### config.mk
export PLATFORM = sky130hd
export DESIGN_NAME = feature_spi_tx
export DESIGN_NICKNAME = d
export VERILOG_FILES = /design/src/rtl/feature_spi_tx_pkg.sv /design/src/rtl/feature_spi_tx_fifo.sv /design/src/rtl/feature_spi_tx.sv
export SDC_FILE = /design/constraint.sdc
export NUM_CORES = 1
export LEC_CHECK = 0
export ABC_AREA = 1
export ABC_CLOCK_PERIOD_IN_PS = 7050
export CORE_MARGIN = 2
export CORE_UTILIZATION = 55
export CTS_BUF_LIST = sky130_fd_sc_hd__clkbuf_8
export DETAILED_ROUTE_END_ITERATION = 10
export PLACE_DENSITY = 0.74
export SLEW_MARGIN = 10
export SYNTH_ARGS = -nofsm -noshare
export SYNTH_HDL_FRONTEND = slang
export SYNTH_SLANG_ARGS = --single-unit
### constraint.sdc
create_clock -name i_clk -period 7.05 [get_ports i_clk]
set_input_delay 2.115 -clock i_clk [delete_from_list [all_inputs] [get_ports i_clk]]
set_output_delay 2.115 -clock i_clk [all_outputs]
set_load 0.02 [all_outputs]
### src/rtl/feature_spi_tx_pkg.sv
`default_nettype none
// ============================================================================
//  Module      : feature_spi_tx_pkg
//  Description : Shared constants and types for the feature SPI transmitter:
//                feature/frame widths, frame type and the transmit FSM
//                state encoding.
//  Revision    : 1.0 - initial release
// ============================================================================
package feature_spi_tx_pkg;

    localparam int c_FEATURE_W        = 8;
    localparam int c_NUM_CONV_FILTERS = 6;
    localparam int c_FRAME_W          = c_FEATURE_W * c_NUM_CONV_FILTERS;

    typedef logic signed [c_FEATURE_W-1:0] feature_t;
    typedef logic        [c_FRAME_W-1:0]   frame_t;

    // Transmit FSM state encoding
    typedef logic [1:0] tx_state_t;
    localparam tx_state_t c_ST_IDLE  = 2'd0;
    localparam tx_state_t c_ST_SETUP = 2'd1;
    localparam tx_state_t c_ST_SHIFT = 2'd2;
    localparam tx_state_t c_ST_HOLD  = 2'd3;

endpackage
`default_nettype wire

### src/rtl/feature_spi_tx_fifo.sv
`default_nettype none
// ============================================================================
//  Module      : feature_spi_tx_fifo
//  Description : Synchronous frame FIFO (distributed RAM, registered read).
//                A push on a full FIFO and a pop on an empty FIFO are
//                ignored; full/empty derive from the registered count.
//  Ports       : i_clk, i_rst_n          clock, async active-low reset
//                i_push, i_push_data     write strobe and frame
//                i_pop, o_pop_data       read strobe; data valid next cycle
//                o_full, o_empty, o_count occupancy status
//  Revision    : 1.0 - initial release
// ============================================================================
module feature_spi_tx_fifo #(
    parameter int DATA_W = 48,
    parameter int DEPTH  = 4
) (
    input  logic                     i_clk,
    input  logic                     i_rst_n,
    input  logic                     i_push,
    input  logic [DATA_W-1:0]        i_push_data,
    input  logic                     i_pop,
    output logic [DATA_W-1:0]        o_pop_data,
    output logic                     o_full,
    output logic                     o_empty,
    output logic [$clog2(DEPTH):0]   o_count
);

    localparam int c_PTR_W = $clog2(DEPTH);
    localparam int c_CNT_W = c_PTR_W + 1;
    localparam logic [c_CNT_W-1:0] c_DEPTH_CNT = c_CNT_W'(DEPTH);

    logic [DATA_W-1:0]  r_mem [DEPTH];
    logic [c_PTR_W-1:0] r_wr_ptr;
    logic [c_PTR_W-1:0] r_rd_ptr;
    logic [c_CNT_W-1:0] r_count;
    logic [DATA_W-1:0]  r_pop_data;
    logic               w_do_push;
    logic               w_do_pop;

    assign o_full     = (r_count == c_DEPTH_CNT);
    assign o_empty    = (r_count == '0);
    assign o_count    = r_count;
    assign o_pop_data = r_pop_data;

    assign w_do_push = i_push && !o_full;
    assign w_do_pop  = i_pop  && !o_empty;

    // Storage carries no reset so it maps onto distributed RAM
    always_ff @(posedge i_clk) begin
        if (w_do_push) begin
            r_mem[r_wr_ptr] <= i_push_data;
        end
    end

    always_ff @(posedge i_clk or negedge i_rst_n) begin
        if (!i_rst_n) begin
            r_wr_ptr   <= '0;
            r_rd_ptr   <= '0;
            r_count    <= '0;
            r_pop_data <= '0;
        end else begin
            if (w_do_push) begin
                r_wr_ptr <= r_wr_ptr + 1'b1;
            end
            if (w_do_pop) begin
                r_rd_ptr   <= r_rd_ptr + 1'b1;
                r_pop_data <= r_mem[r_rd_ptr];
            end
            case ({w_do_push, w_do_pop})
                2'b10:   r_count <= r_count + 1'b1;
                2'b01:   r_count <= r_count - 1'b1;
                default: r_count <= r_count;
            endcase
        end
    end

endmodule
`default_nettype wire

### src/rtl/feature_spi_tx.sv
`default_nettype none
// ============================================================================
//  Module      : feature_spi_tx
//  Description : Buffers frames of pooled features and transmits each one as
//                an SPI mode-0 master: MSB first, feature 0 first, one chip
//                select window per frame.
//  Ports       : i_clk, i_rst_n               clock, async active-low reset
//                i_features_valid, i_features frame strobe and features
//                o_ready                      frame FIFO not full
//                o_sclk, o_mosi, o_cs_n       SPI bus (registered)
//                o_busy                       transmit activity pending
//                o_overflow                   sticky frame-dropped flag
//  Revision    : 1.0 - initial release
// ============================================================================
module feature_spi_tx
    import feature_spi_tx_pkg::*;
#(
    parameter int NUM_FEATURES = c_NUM_CONV_FILTERS,
    parameter int FEATURE_W    = c_FEATURE_W,
    parameter int SCLK_DIV     = 4,
    parameter int FIFO_DEPTH   = 4
) (
    input  logic                                   i_clk,
    input  logic                                   i_rst_n,
    input  logic                                   i_features_valid,
    input  logic [0:NUM_FEATURES-1][FEATURE_W-1:0] i_features,
    output logic                                   o_ready,
    output logic                                   o_sclk,
    output logic                                   o_mosi,
    output logic                                   o_cs_n,
    output logic                                   o_busy,
    output logic                                   o_overflow
);

    localparam int c_FRAME_BITS = NUM_FEATURES * FEATURE_W;
    localparam int c_BIT_W      = $clog2(c_FRAME_BITS);
    localparam int c_DIV_W      = $clog2(SCLK_DIV);
    localparam int c_CNT_W      = $clog2(FIFO_DEPTH) + 1;
    localparam logic [c_DIV_W-1:0] c_DIV_LAST = c_DIV_W'(SCLK_DIV - 1);
    localparam logic [c_BIT_W-1:0] c_BIT_LAST = c_BIT_W'(c_FRAME_BITS - 1);

    // Registered state
    tx_state_t               r_state;
    logic [c_DIV_W-1:0]      r_div_cnt;
    logic [c_BIT_W-1:0]      r_bit_cnt;
    logic [c_FRAME_BITS-1:0] r_shift;
    logic                    r_sclk;
    logic                    r_mosi;
    logic                    r_cs_n;
    logic                    r_overflow;

    // Next-state values
    tx_state_t               w_state_nxt;
    logic [c_DIV_W-1:0]      w_div_nxt;
    logic [c_BIT_W-1:0]      w_bit_nxt;
    logic [c_FRAME_BITS-1:0] w_shift_nxt;
    logic                    w_sclk_nxt;
    logic                    w_mosi_nxt;
    logic                    w_cs_n_nxt;
    logic                    w_pop;
    logic                    w_div_done;

    // FIFO interface
    logic [c_FRAME_BITS-1:0] w_push_frame;
    logic [c_FRAME_BITS-1:0] w_fifo_rd_data;
    logic                    w_fifo_full;
    logic                    w_fifo_empty;
    logic [c_CNT_W-1:0]      w_fifo_count;

    // Feature 0 sits in the most significant byte, so it leaves first
    assign w_push_frame = i_features;

    feature_spi_tx_fifo #(
        .DATA_W (c_FRAME_BITS),
        .DEPTH  (FIFO_DEPTH)
    ) u_fifo (
        .i_clk       (i_clk),
        .i_rst_n     (i_rst_n),
        .i_push      (i_features_valid),
        .i_push_data (w_push_frame),
        .i_pop       (w_pop),
        .o_pop_data  (w_fifo_rd_data),
        .o_full      (w_fifo_full),
        .o_empty     (w_fifo_empty),
        .o_count     (w_fifo_count)
    );

    assign w_div_done = (r_div_cnt == c_DIV_LAST);

    always_comb begin
        w_state_nxt = r_state;
        w_div_nxt   = r_div_cnt;
        w_bit_nxt   = r_bit_cnt;
        w_shift_nxt = r_shift;
        w_sclk_nxt  = r_sclk;
        w_mosi_nxt  = r_mosi;
        w_cs_n_nxt  = r_cs_n;
        w_pop       = 1'b0;
        case (r_state)
            c_ST_IDLE: begin
                if (!w_fifo_empty) begin
                    w_pop       = 1'b1;
                    w_state_nxt = c_ST_SETUP;
                    w_div_nxt   = '0;
                    w_bit_nxt   = c_BIT_LAST;
                    w_cs_n_nxt  = 1'b0;
                end
            end
            c_ST_SETUP: begin
                w_div_nxt = r_div_cnt + 1'b1;
                // FIFO read is registered: the popped frame is visible one
                // cycle after the pop, well before the first rising edge.
                if (r_div_cnt == '0) begin
                    w_shift_nxt = w_fifo_rd_data;
                    w_mosi_nxt  = w_fifo_rd_data[c_FRAME_BITS-1];
                end
                if (w_div_done) begin
                    w_state_nxt = c_ST_SHIFT;
                    w_div_nxt   = '0;
                end
            end
            c_ST_SHIFT: begin
                w_div_nxt = r_div_cnt + 1'b1;
                if (w_div_done) begin
                    w_div_nxt = '0;
                    if (!r_sclk) begin
                        w_sclk_nxt = 1'b1;
                    end else begin
                        w_sclk_nxt = 1'b0;
                        if (r_bit_cnt == '0) begin
                            w_state_nxt = c_ST_HOLD;
                            w_cs_n_nxt  = 1'b1;
                            w_mosi_nxt  = 1'b0;
                        end else begin
                            // Rotate rather than shift so the register is
                            // fully consumed; the wrapped bits never reach mosi.
                            w_shift_nxt = {r_shift[c_FRAME_BITS-2:0], r_shift[c_FRAME_BITS-1]};
                            w_mosi_nxt  = r_shift[c_FRAME_BITS-2];
                            w_bit_nxt   = r_bit_cnt - 1'b1;
                        end
                    end
                end
            end
            c_ST_HOLD: begin
                w_div_nxt = r_div_cnt + 1'b1;
                if (w_div_done) begin
                    w_state_nxt = c_ST_IDLE;
                    w_div_nxt   = '0;
                end
            end
            default: begin
                w_state_nxt = c_ST_IDLE;
            end
        endcase
    end

    always_ff @(posedge i_clk or negedge i_rst_n) begin
        if (!i_rst_n) begin
            r_state   <= c_ST_IDLE;
            r_div_cnt <= '0;
            r_bit_cnt <= '0;
            r_shift   <= '0;
            r_sclk    <= 1'b0;
            r_mosi    <= 1'b0;
            r_cs_n    <= 1'b1;
        end else begin
            r_state   <= w_state_nxt;
            r_div_cnt <= w_div_nxt;
            r_bit_cnt <= w_bit_nxt;
            r_shift   <= w_shift_nxt;
            r_sclk    <= w_sclk_nxt;
            r_mosi    <= w_mosi_nxt;
            r_cs_n    <= w_cs_n_nxt;
        end
    end

    // Upstream cannot stall, so a push into a full FIFO is lost and flagged
    always_ff @(posedge i_clk or negedge i_rst_n) begin
        if (!i_rst_n) begin
            r_overflow <= 1'b0;
        end else if (i_features_valid && w_fifo_full) begin
            r_overflow <= 1'b1;
        end
    end

    assign o_ready    = !w_fifo_full;
    assign o_sclk     = r_sclk;
    assign o_mosi     = r_mosi;
    assign o_cs_n     = r_cs_n;
    assign o_overflow = r_overflow;
    assign o_busy     = (r_state != c_ST_IDLE) || (w_fifo_count != '0);

endmodule
`default_nettype wire

Word-level counts from Yosys, hierarchy flattened. Memories as Yosys holds them, arrays and structs flattened. A register that Yosys moved wholly into a read port is not among the register bits. Cells that the tools add are included. W data, S select, Z words.

Register bits: 69. Memory bits (writable): 192. Input port bits: 51. Output and inout bits: 6. Word-level logic and storage cells: 92. Memories kept: 1.

Add/subtract/negate cells: 6. Eq/ne operators: 15. Mux-type cells: 36. Reductions and logical operators: 23.

Memories: u_fifo.r_mem (words 4, width 48, read ports 1, clocked after Yosys merged registers in 1, wr ports 1, line feature_spi_tx_fifo.sv:32) `logic [DATA_W-1:0] r_mem [DEPTH];`.

Operators with widths (number): $mux W48 (4); $pmux W48 S2 (1); $mux W6 (4); $mux W2 (8); $ne A2 B2 Y1 const B (8); $reduce_and A5 Y1 (3); $mux W1 (13); $pmux W6 S2 (1); $eq A2 B2 Y1 const B (4); $pmux W2 S4 (1); $reduce_bool A2 Y1 (4); $add A2 B1 Y2 const B (3); $logic_not A6 Y1 (1); $pmux W3 S2 (1); $reduce_and A6 Y1 (1); $sub A6 B1 Y6 const B (1); $eq A2 B1 Y1 const B (2); $logic_not A2 Y1 (2); $pmux W1 S2 (2); $pmux W2 S2 (1); $reduce_and A4 Y1 (1); $add A3 B1 Y3 const B (1); $eq A3 B3 Y1 const B (1); $logic_and A1 B1 Y1 (3); other kinds (7) (9).

Logic depth before layout (Yosys ltp). Gate-level depths: netlist (run 1).

Word-level depth: 6. Gate-level depth with buffers: 11. Mapped depth without buffers: 10.

Cells and area by module. From an unflattened synthesis (run 1), not the netlist that was laid out.

Cell total of the unflattened synthesis: 1490. Area total of the unflattened synthesis: 13623.1 um^2.

Modules (own cells, without submodules): feature_spi_tx_fifo (instances 1, cells each 1010, area an instance 10366.2 um^2, sequential area each 7141.8 um^2); feature_spi_tx (instances 1, cells each 480, area an instance 3256.9 um^2, sequential area each 1552.7 um^2).

Worst setup path after synthesis (run 1). OpenSTA, ideal clock, no wires.

Path type: in2reg. Start: input i_features_valid. End: memory u_fifo.r_mem[0][0] (enable). Setup time: 0.454 ns. Arrival time: 4.317 ns. Required time: 6.596 ns. Path slack: 2.279 ns. Cell stages on the path: 2. Path buffers: 0. Cells stage by stage: nand2_1 nor2_1.

Longest elaborated chain between the ends: 3.

RTL lines: start, declared (line feature_spi_tx.sv:25) `input logic i_features_valid,`; $logic_and A1 B1 Y1 (line feature_spi_tx_fifo.sv:45) `assign w_do_push = i_push && !o_full;`; $mux W1 (line feature_spi_tx_fifo.sv:50) `if (w_do_push) begin`; $mux W1 (implied by the code) (line feature_spi_tx_fifo.sv:51) `r_mem[r_wr_ptr] <= i_push_data;`; end, declared (line feature_spi_tx_fifo.sv:32).

Every way passes these cells.

Final worst setup path (run 1).
Start: register r_state[0]. End: output o_busy.

Longest elaborated chain between the ends: 2.

RTL lines: start, declared (line feature_spi_tx.sv:43) `tx_state_t r_state;`; start signal, assigned (line feature_spi_tx.sv:159) `r_state <= c_ST_IDLE;`; start signal, assigned (line feature_spi_tx.sv:167) `r_state <= w_state_nxt;`; $reduce_bool A2 Y1 (line feature_spi_tx.sv:191) `assign o_busy = (r_state != c_ST_IDLE) || (w_fifo_count != '0);`; $logic_or A1 B1 Y1 (line feature_spi_tx.sv:191); end, declared (line feature_spi_tx.sv:31) `output logic o_busy,`.

Every way passes these cells.

==> flow_metrics.tcl, run 1 <==
set metrics [dict create \
    synth_nets 1143 \
    r2r-start "r_state[0]" \
    core_area_um2 22430 \
    synth_compound_area_share_pct 9.375 \
    synth.avg_cell_area_um2 11.56 \
    rows 55 \
    vdd_ir_drop_max_uv 153.1 \
    synth_warnings 0 \
    setup_viol 0 \
    yosys.area_share.simple_pct 12.29 \
    cts_buffers 48 \
    status "completed" \
    dieWidth_um 154.5 \
    crit_start "r_state[0]" \
    path_class "reg -> out" \
    gp_congestion 0.7400 \
    finalHoldViolations 0 \
    slew_headroom_pct 33.39 \
    hold_class "reg -> reg" \
    period_minus_slack_ps 4290 \
    maxCapViolations 0 \
    nNetsFinal 1202 \
    rsz0062_at_grt "no" \
    synthMuxAreaShare_pct 2.814 \
    antenna_cells 0 \
    p_leak_nw 5.845 \
    critPathLaunchType "flip-flop" \
    dr.first_iter.drc_count 553 \
    dpl_worst_slack_ps 2479 \
    wl_per_cell_um 16.20 \
    antenna_found_initial 0 \
    pin_count 57 \
    clock_skew_ps 16.04 \
    r2r-end "u_fifo.o_count[2]" \
    tns_ps 0 \
    layout_common_cells "241 x nand2_1, 192 x edfxtp_1, 161 x o21ai_0" \
    drc 0 \
    cts_tree "done" \
    drv_slew 0 \
    power.density_nw_per_um2 292.2 \
    area_growth_syn_to_layout_pct 13.82 \
    path_max_fanout 8 \
    cts.sinks 309 \
    cts_hold_buf 0 \
    crit_path_end "o_busy" \
    die_h_um 154.5 \
    grt_util_all_layers_pct 20.44 \
    cts_setup_buffers 0 \
    ys_seq_area_share_pct 69.83 \
    cts_resized 0 \
    start_util_pct 55.50 \
    arrival_ps 2170 \
    crit_required_ps 4930 \
    synth_top_family_by_area "simple AND/OR/NAND/NOR gates" \
    syn_area_um2 12450 \
    ys_ff_latch 309 \
    max_freq_mhz 233.1 \
    drive_above_1_share_pct 8.276 \
    routed_wl_um 23600 \
    port_buffers 56 \
    vias_per_cell 5.385 \
    die_area_um2 23860 \
    worst_pin_slew_ps 999.1 \
    end_kind "output port" \
    gr-total-overflow 0 \
    grt_pass1_wl_um 38950 \
    htree_levels 2 \
    postRouteAntennaNets 0 \
    r2r_setup_slack_ps 4030 \
    synth_cells 1077 \
    dp.final_hpwl_um 13000 \
    synth_xor_area_share_pct 0.4220 \
    synth.distinct_cells 30 \
    period_share_pct 60.85 \
    layout_commonest_cell "nand2_1" \
    clockRootBuffer "clkbuf_8" \
    whs_path_depth 2 \
    clkLatencyLatePin_ps 550 \
    cts_buffer_depth 3 \
    grt_max_degree 99 \
    rr_worst_depth 12 \
    grt_pass1_vias 7761 \
    fin_ws_ps 2760 \
    yosys.area_share.adder_pct 1.568 \
    firstDrtPassIters 5 \
    report.power.total_w 0.004142 \
    clkSlewWorstSetupHoldPaths_ps 60 \
    vias 7846 \
]
==> where the power goes <==
group          internal, W  leakage [nW]  total (W)  switching (W)
clock             0.000901         0.558    0.00156       0.000655
sequential         0.00219          3.12    0.00224      0.0000519
combinational    0.0000956          2.17   0.000346       0.000251
==> state kept, by name (all words and copies together) (netlist names) <==
name,flops
r_bit_cnt,6
o_mosi,1
o_sclk,1
r_div_cnt,2
o_cs_n,1
u_fifo.r_mem,192
u_fifo.r_wr_ptr,2
r_shift,48
u_fifo.o_count,3
u_fifo.r_rd_ptr,2
u_fifo.o_pop_data,48
r_state,2
o_overflow,1
==> cells in the mapped netlist <==
master,count,share of area (%)
o22ai_1,36,1.8
buf_2,14,0.56
buf_1,2,0.060
edfxtp_1,192,46
a31o_2,1,0.070
nand4_1,3,0.15
or2_1,1,0.050
nand2_1,241,7.3
fa_1,1,0.16
nor2_1,140,4.2
clkbuf_2,1,0.040
inv_1,35,1.1
xnor2_1,3,0.21
nand2_2,1,0.050
dfstp_2,1,0.21
a21oi_1,3,0.12
o21ai_0,161,6.5
o21ai_1,5,0.20
inv_2,3,0.090
clkbuf_1,27,0.81
nand3b_1,1,0.060
nand3_1,11,0.44
buf_4,9,0.54
mux2i_1,35,2.8
dfrtp_1,116,23
ha_1,14,1.4
o21ai_2,10,0.70
buf_6,6,0.54
or2_2,1,0.050
xor2_1,3,0.21
==> worst min-delay path by stage <==
stage	end	slack [ps]	startpoint
5_1_grt	u_fifo.o_pop_data[34]	500	u_fifo.o_pop_data[34]
6_report	r_shift[9]	480	r_shift[9]
2_1_floorplan	r_shift[47]	440	r_shift[47]
3_5_place_dp	u_fifo.o_pop_data[38]	470	u_fifo.o_pop_data[38]
3_3_place_gp	o_cs_n	450	o_cs_n
4_1_cts	u_fifo.o_pop_data[38]	480	u_fifo.o_pop_data[38]
==> cells by family after synthesis <==
family | Yosys count
AND/OR/NAND/NOR | 399
flip-flops | 309
AO/OA/AOI/OAI | 216
buffers and inverters | 97
multiplexers | 35
adder cells (fa/ha/maj) | 15
XOR/XNOR | 6
==> metal layers <==
metal | track usage (%) | vias up | share of wire, %
met2 | 33.82 | 209 | 48
met4 | 6.526 | 0 | 2.0
met3 | 3.390 | 40 | 5.2
met5 | 0 | - | 0
met1 | 28.08 | 3786 | 45
li1 | - | 3811 | -
==> area by class of cell <==
| cell class | instances | area (µm²) |
|---|---|---|
| Sequential cell | 309 | 8696 |
| Clock inverter | 37 | 326.6 |
| Inverter | 38 | 142.6 |
| Timing Repair Buffer | 68 | 648.1 |
| Tap cell | 285 | 356.6 |
| Fill cell | 1709 | 8262 |
| Clock buffer | 49 | 674.4 |
| Multi-Input combinational cell | 671 | 3328 |
==> critical path, stage by stage (launching register included) <==
cell	delay (ps)
dfrtp_1	400
inv_1	100
ha_1	240
nand3_1	230
clkdlybuf4s50_1	660
==> stage by stage <==
stage               util, %  cell area (µm²)  hold WS, ps  cells
CTS                   63.17            14170        481.8   1457
floorplan                 -            12450        436.7   1077
finish                63.17            14170        476.4   1457
global route          63.17            14170        501.1   1457
detailed placement    58.71            13170        465.6   1371
global placement      58.71            13170        454.9   1371
No activity file was read; power rests on OpenSTA's default activity.
==> run 2: changes to the inputs <==
--- a/config.mk
+++ b/config.mk
@@ -6,12 +6,12 @@
 export NUM_CORES = 1
 export LEC_CHECK = 0
 export ABC_AREA = 1
-export ABC_CLOCK_PERIOD_IN_PS = 7050
+export ABC_CLOCK_PERIOD_IN_PS = 3600
 export CORE_MARGIN = 2
 export CORE_UTILIZATION = 55
 export CTS_BUF_LIST = sky130_fd_sc_hd__clkbuf_8
 export DETAILED_ROUTE_END_ITERATION = 10
-export PLACE_DENSITY = 0.74
+export PLACE_DENSITY = 0.76
 export SLEW_MARGIN = 10
 export SYNTH_ARGS = -nofsm -noshare
 export SYNTH_HDL_FRONTEND = slang
==> constraint.sdc (replaced) <==
create_clock -name i_clk -period 3.6 [get_ports i_clk]
set_input_delay 1.08 -clock i_clk [delete_from_list [all_inputs] [get_ports i_clk]]
set_output_delay 1.08 -clock i_clk [all_outputs]
set_load 0.02 [all_outputs]
==> flow_metrics.tcl, run 2 (synthesized netlist as in run 1, its figures left out) <==
set metrics [dict create \
    cts_tree "done" \
    wl_per_cell_um 16.25 \
    rows 55 \
    start_util_pct 55.50 \
    drv_slew 0 \
    multi_input_area_um2 3328 \
    hold_class "reg -> reg" \
    gr-total-overflow 0 \
    max_freq_mhz 312.1 \
    layout_commonest_cell "nand2_1" \
    dr.first_iter.drc_count 671 \
    path_max_fanout 8 \
    rr_worst_depth 10 \
    drive_above_1_share_pct 8.122 \
    clkLatencyLatePin_ps 550 \
    switching_share_pct 24.34 \
    worst_pin_slew_ps 834.6 \
    antenna_found_initial 0 \
    gp_congestion 0.7413 \
    routed_wl_um 23840 \
    power.density_nw_per_um2 542.6 \
    port_buffers 56 \
    fill_cells 1706 \
    dpl.cell_count 1379 \
    grt_pass1_wl_um 39020 \
    pin_count 57 \
    core_area_um2 22430 \
    p_int_w 0.005797 \
    switchingPower_w 0.001865 \
    dp.final_hpwl_um 13450 \
    dpl-instance-area_um2 13280 \
    setup_viol 0 \
    p_leak_nw 5.854 \
    htree_levels 2 \
    largest-register "u_fifo.r_mem" \
    cts_hold_buf 0 \
    die_area_um2 23860 \
    clkSlewWorstSetupHoldPaths_ps 60 \
    cts_buffers 48 \
    pwr-share-clk_pct 33.4 \
    status "completed" \
    pwr-share-seq_pct 57.2 \
    crit_required_ps 2520 \
    dpl_worst_slack_ps 761.5 \
    fin_cells 1467 \
    maxCapViolations 0 \
    slew_headroom_pct 44.36 \
    largest_reg_flops 192 \
    fin_ws_ps 395.7 \
    die_h_um 154.5 \
    arrival_ps 2120 \
    vias_per_cell 5.360 \
    cts_setup_buffers 0 \
    period_minus_slack_ps 3204 \
    cts_resized 0 \
    dieWidth_um 154.5 \
    rsz0062_at_grt "no" \
    whs_path_depth 2 \
    cts.sinks 309 \
    clock_skew_ps 13.98 \
    grt_util_all_layers_pct 20.38 \
    end_kind "output port" \
    antenna_cells 0 \
    vdd_ir_drop_max_uv 310.1 \
    firstDrtPassIters 4 \
    finish.instance_area_um2 14120 \
    cts_buffer_depth 3 \
    nNetsFinal 1210 \
    path_class "reg -> out" \
    vias 7863 \
    drc 0 \
    grt_pass1_vias 7664 \
    seqCellArea_um2 8696 \
    pwr-share-comb_pct 9.4 \
    grt_max_degree 118 \
    area_growth_syn_to_layout_pct 13.41 \
    clockRootBuffer "clkbuf_8" \
    layout_common_cells "241 x nand2_1, 192 x edfxtp_1, 161 x o21ai_0" \
    finalHoldViolations 0 \
    critPathLaunchType "flip-flop" \
    period_share_pct 89.01 \
    postRouteAntennaNets 0 \
]
run 2: cell count changes in the layout (fill, tap and decap cells not counted):
cell / change
inv_1: +10
bufinv_16: -7
buf_12: +4
buf_4: +4
clkinv_2: -3
clkbuf_8: +2
clkinv_1: +1
inv_2: -1
run 2: critical path, cell delays in order, from the launching register on:
cell             delay [ps]
dfrtp_1                 390
inv_1                   100
ha_1                    230
nand3_1                 210
clkdlybuf4s50_1         650
run 2: power groups by stage:
stage	combinational (W)	sequential [W]	clock [W]
floorplan	0.000359	0.00446	0
global placement	0.000707	0.00443	0
detailed placement	0.000732	0.00445	0
CTS	0.000736	0.00438	0.00261
global route	0.000798	0.00441	0.00278
finish	0.000723	0.00438	0.00256
run 2: stage by stage:
stage | total power [W] | TNS (ps) | hold WS (ps) | util, %
2_1_floorplan | 0.004815 | -26120 | 436.7 | -
3_3_place_gp | 0.005141 | 0 | 450.2 | 59.20
3_5_place_dp | 0.005179 | 0 | 453.1 | 59.20
4_1_cts | 0.007728 | 0 | 462.2 | 62.95
5_1_grt | 0.007988 | 0 | 500.3 | 62.95
6_report | 0.007662 | 0 | 460.3 | 62.95
run 2: final timing paths:
kind	startpoint	endpoint	slack, ps
max in group asynchronous	i_rst_n	u_fifo.r_rd_ptr[0]	2500
min in group asynchronous	i_rst_n	u_fifo.o_pop_data[6]	620
max	r_state[0]	o_busy	400
min	o_cs_n	o_cs_n	460
min reg2reg	o_cs_n	o_cs_n	460
max reg2reg	r_state[0]	r_state[0]	1110
run 2: metal layers:
metal	global-route usage (%)	up-vias	wire, µm
li1	-	3835	-
met1	28.69	3809	10760
met2	33.08	176	11450
met3	3.474	43	1194
met4	6.129	0	442
met5	0	-	0
run 2: area by class of cell:
cell class / instances / area share (%)
clock buffer: 51 / 4.970
clock inverter: 37 / 0.9834
inverter: 38 / 1.010
multi-input combinational: 671 / 23.57
sequential: 309 / 61.58
tap: 285 / 2.525
timing repair buffer: 76 / 5.369
